===== src/rtl/multibyte_add_seq.sv =====
// Sequential multi-byte adder/subtractor that drives an external 8-bit byte adder,
// processing one byte per clock from least to most significant.
module multibyte_add_seq #(
  parameter int unsigned NBYTES = 4
) (
  input  logic                  clk,
  input  logic                  rst,
  input  logic                  start,
  input  logic                  sub,
  input  logic [8*NBYTES-1:0]   A,
  input  logic [8*NBYTES-1:0]   B,
  output logic [7:0]            add_a,
  output logic [7:0]            add_b,
  output logic                  add_c,
  input  logic [7:0]            add_sum,
  input  logic                  add_co,
  output logic                  busy,
  output logic                  done,
  output logic [8*NBYTES-1:0]   O,
  output logic                  cout,
  output logic                  ovf
);

  localparam int unsigned W  = 8 * NBYTES;
  localparam int unsigned IW = (NBYTES > 1) ? $clog2(NBYTES) : 1;

  typedef enum logic [1:0] {
    IDLE = 2'd0,
    RUN  = 2'd1,
    DONE = 2'd2
  } state_t;

  state_t          state;
  state_t          state_nxt;
  logic [IW-1:0]   idx;
  logic [W-1:0]    areg;
  logic [W-1:0]    breg;
  logic            carry;
  logic            last;
  logic            accept;

  assign last   = (idx == IW'(NBYTES - 1));
  assign accept = start && (state != RUN);

  always_ff @(posedge clk or posedge rst) begin
    if (rst) begin
      state <= IDLE;
    end else begin
      state <= state_nxt;
    end
  end

  always_comb begin
    state_nxt = state;
    unique case (state)
      IDLE:    if (start) state_nxt = RUN;
      RUN:     if (last)  state_nxt = DONE;
      DONE:    state_nxt = start ? RUN : IDLE;
      default: state_nxt = IDLE;
    endcase
  end

  // ovf uses the byte being written on the final edge, since O's MSB is not yet registered.
  always_ff @(posedge clk or posedge rst) begin
    if (rst) begin
      idx   <= '0;
      areg  <= '0;
      breg  <= '0;
      carry <= 1'b0;
      O     <= '0;
      cout  <= 1'b0;
      ovf   <= 1'b0;
    end else if (accept) begin
      areg  <= A;
      breg  <= sub ? ~B : B;
      carry <= sub;
      idx   <= '0;
      O     <= '0;
      cout  <= 1'b0;
      ovf   <= 1'b0;
    end else if (state == RUN) begin
      O[{idx, 3'b000} +: 8] <= add_sum;
      carry                 <= add_co;
      if (last) begin
        cout <= add_co;
        ovf  <= (areg[W-1] == breg[W-1]) && (add_sum[7] != areg[W-1]);
      end else begin
        idx <= idx + 1'b1;
      end
    end
  end

  always_comb begin
    add_a = '0;
    add_b = '0;
    add_c = 1'b0;
    if (state == RUN) begin
      add_a = areg[{idx, 3'b000} +: 8];
      add_b = breg[{idx, 3'b000} +: 8];
      add_c = carry;
    end
  end

  assign busy = (state == RUN);
  assign done = (state == DONE);

endmodule

===== config.mk =====
export PLATFORM = sky130hd
export DESIGN_NAME = multibyte_add_seq
export DESIGN_NICKNAME = d
export VERILOG_FILES = /design/src/rtl/multibyte_add_seq.sv
export SDC_FILE = /design/constraint.sdc
export NUM_CORES = 1
export LEC_CHECK = 0
export CAP_MARGIN = 20
export CORE_MARGIN = 8
export CORE_UTILIZATION = 25
export CTS_BUF_LIST = sky130_fd_sc_hd__clkbuf_2
export CTS_CLUSTER_DIAMETER = 50
export DETAILED_ROUTE_END_ITERATION = 12
export GPL_TIMING_DRIVEN = 1
export PLACE_DENSITY = 0.53
export SYNTH_ARGS = -nofsm -noshare
export SYNTH_HDL_FRONTEND = slang
export SYNTH_SLANG_ARGS = --single-unit

===== constraint.sdc =====
create_clock -name clk -period 5.67 [get_ports clk]
set_clock_uncertainty 0.15 [all_clocks]
set_input_delay 1.4175 -clock clk [delete_from_list [all_inputs] [get_ports clk]]
set_output_delay 1.4175 -clock clk [all_outputs]
set_load 0.02 [all_outputs]

==> results.sh <==
export IMPL_status="finished clean"
export IMPL_grt_busiest_layer="met2"
export IMPL_synth_xor_area_share_pct=5.898
export IMPL_regArea_um2=2577
export IMPL_hold_viol_final=0
export IMPL_cts_tree="built"
export IMPL_synth_adder_area_share_pct=1.580
export IMPL_holdBufCountCts=0
export IMPL_critPathMaxStageDelay_ns=1.11
export IMPL_worstSetupPathType="register to primary output"
export IMPL_cts_buffers=9
export IMPL_synthFlopType="dfrtp_1"
export IMPL_wl_per_cell_um=18.09
export IMPL_worstMarginPinSlew_ns=1.073
export IMPL_nNetsFinal=564
export IMPL_gr_total_overflow=0
export IMPL_ant_nets=0
export IMPL_tns_ns=0
export IMPL_clk_pin_slew_worst_paths_ns=0.28
export IMPL_grt_max_degree=86
export IMPL_antenna_found_initial=1
export IMPL_multiInputGateArea_um2=2022
export IMPL_synth_cell_types=27
export IMPL_max_cap_violations=0
export IMPL_viasPerCell=4.606
export IMPL_p_per_area_nw_per_um2=496.9
export IMPL_num_rows=50
export IMPL_avgSynthCellArea_um2=13.13
export IMPL_gr_usage_met3_pct=3.279
export IMPL_first_global_vias=3596
export IMPL_dieArea_um2=23680
export IMPL_relSlewSlack_pct=28.45
export IMPL_synth_edf_count=0
export IMPL_layout_commonest_cell="clkdlybuf4s50_1"
export IMPL_die_h_um=153.9
export IMPL_fp_coreArea_um2=18710
export IMPL_route_vias_total=3321
export IMPL_gp_congestion=0.8045
export IMPL_hold_path_class="register to register"
export IMPL_drt_pass1_iter_count=4
export IMPL_synth_compound_gate_area_share_pct=13.56
export IMPL_ys_ff_latch=103
export IMPL_hpwl_um=9413
export IMPL_ys_warn_count=0
export IMPL_ios=130
export IMPL_worstPathMaxFanout=21
export IMPL_peakVddDrop_uv=251.4
export IMPL_final_cell_mix="128 x clkdlybuf4s50_1, 103 x dfrtp_1, 65 x o21ai_0"
export IMPL_drc_errors=0
export IMPL_setup_viol=0
export IMPL_cp_end_kind="primary output"
export IMPL_grt_use_met1_pct=13.70
export IMPL_post_cts_setup_buffers=0
export IMPL_synth_top_cell_by_area="dfrtp_1"
export IMPL_totalWireLength_um=13050
export IMPL_syn_inst=362
export IMPL_cts_resized=0
export IMPL_synth_area_um2=4752
export IMPL_power_leakage_uw=0.002556
export IMPL_cp_required_ns=4.10
export IMPL_cp_arrival_ns=2.83
export IMPL_synth_nets=445
export IMPL_cp_start_kind="register"
export IMPL_drive_above_1_share_pct=15.23
export IMPL_fin_crit_ns=4.399
export IMPL_grt_setup_unrepaired="no"
export IMPL_die_x_um=153.9
export IMPL_yosysTopAreaCellShare_pct=54.24
export IMPL_initial_core_util_pct=25.40
export IMPL_synthSimpleGateAreaFrac_pct=4.529
export IMPL_clock_path_buffers=2
export IMPL_clock_latency_ns=0.59
export IMPL_slowest_stage="dfrtp_1"
export IMPL_htree_levels=3
export IMPL_synthMuxAreaShare_pct=16.98
export IMPL_use_met2_pct=17.92
export IMPL_drt_initial_drc_count=178
export IMPL_portBuffers=129
export IMPL_cp_buffers_inverters=1
export IMPL_drv_slew=0
export IMPL_synth_area_leaders="dfrtp_1 54%, mux4_2 7.6%, mux2_2 7.3%"
export IMPL_finalCritPeriodShare_pct=77.59
export IMPL_synth_top_family_by_area="multiplexers"
export IMPL_area_delta_synth_final_pct=34.10
export IMPL_p_total_uw=3166
export IMPL_fmax_mhz=227.3
export IMPL_grt_first_pass_wirelength_um=20510
export IMPL_root_buffer="clkbuf_2"
export IMPL_cp_top_family="flip-flops"
export IMPL_yosysSeqAreaShare_pct=54.24
export IMPL_synthArstFlopShare_pct=100.0
export IMPL_cp_cell_sequence="mux4_2 -> and2_1 -> clkdlybuf4s50_1"
export IMPL_grtUsageTotal_pct=11.10
export IMPL_nFillCells=1857
export IMPL_cts_sinks=103
metal layers:
layer / vias up / part of all wire, %
li1: 1551 / -
met1: 1648 / 44
met2: 104 / 48
met3: 18 / 5.9
met4: 0 / 1.9
met5: - / 0
power by group:
part | internal (uW) | total [uW] | switching (uW) | leakage (uW)
clock | 103 | 354 | 251 | 0.0000699
sequential | 1040 | 1230 | 195 | 0.00130
combinational | 819 | 1580 | 762 | 0.00118
total | 1960 | 3170 | 1210 | 0.00256
kinds of logic (layout without fill, tap and decap cells):
family,after synthesis,in the layout
xor+xnor,32,32
fa+ha+maj,6,6
mux,56,56
other cells,0,1
simple gates,33,33
compound gates,102,102
buf+inv,30,154
flops,103,103
flip-flops by register name (all words and copies together), names as in the netlist:
signal	cells
ovf	1
O	32
cout	1
areg	32
breg	32
idx	2
state	2
carry	1
worst paths after layout:
check	slack (ns)	cells after the start	from	to
min in group asynchronous	0.99	2	rst	O[29]
worst max-delay path	1.27	3	idx[1]	add_a[6]
worst min register to register	0.38	1	areg[27]	areg[27]
worst min-delay path	0.38	1	areg[27]	areg[27]
max in group asynchronous	3.74	3	rst	idx[0]
worst max register to register	2.72	4	idx[1]	O[3]
cell type report:
cell class | instances | area share, %
Sequential cell | 103 | 40.45
Multi-Input combinational cell | 229 | 31.73
Timing Repair Buffer | 133 | 20.97
Tap cell | 234 | 4.595
Clock inverter | 7 | 1.139
Clock buffer | 9 | 0.7069
Inverter | 5 | 0.3731
Antenna cell | 1 | 0.03927
cells in the mapped netlist (4+ instances only):
cell,number
clkbuf_1,11
inv_1,4
and2_1,18
ha_1,6
mux4_2,16
dfrtp_1,103
buf_2,9
nand2_1,5
xnor2_1,32
a22o_1,35
mux2i_1,6
o21ai_0,65
mux2_2,31
through the flow:
stage | instance area [um^2] | hold slack [ns] | setup WS, ns | instances | util [%]
detailed placement | 6225 | 0.3238 | 1.797 | 703 | 33.28
finish | 6372 | 0.3759 | 1.271 | 721 | 34.07
floorplan | 4752 | 0.3024 | 1.399 | 362 | -
global route | 6372 | 0.4004 | 1.039 | 721 | 34.07
CTS | 6342 | 0.3805 | 1.155 | 719 | 33.91
global placement | 6225 | 0.3206 | 1.848 | 703 | 33.28
(Power assumes the default switching activity.)
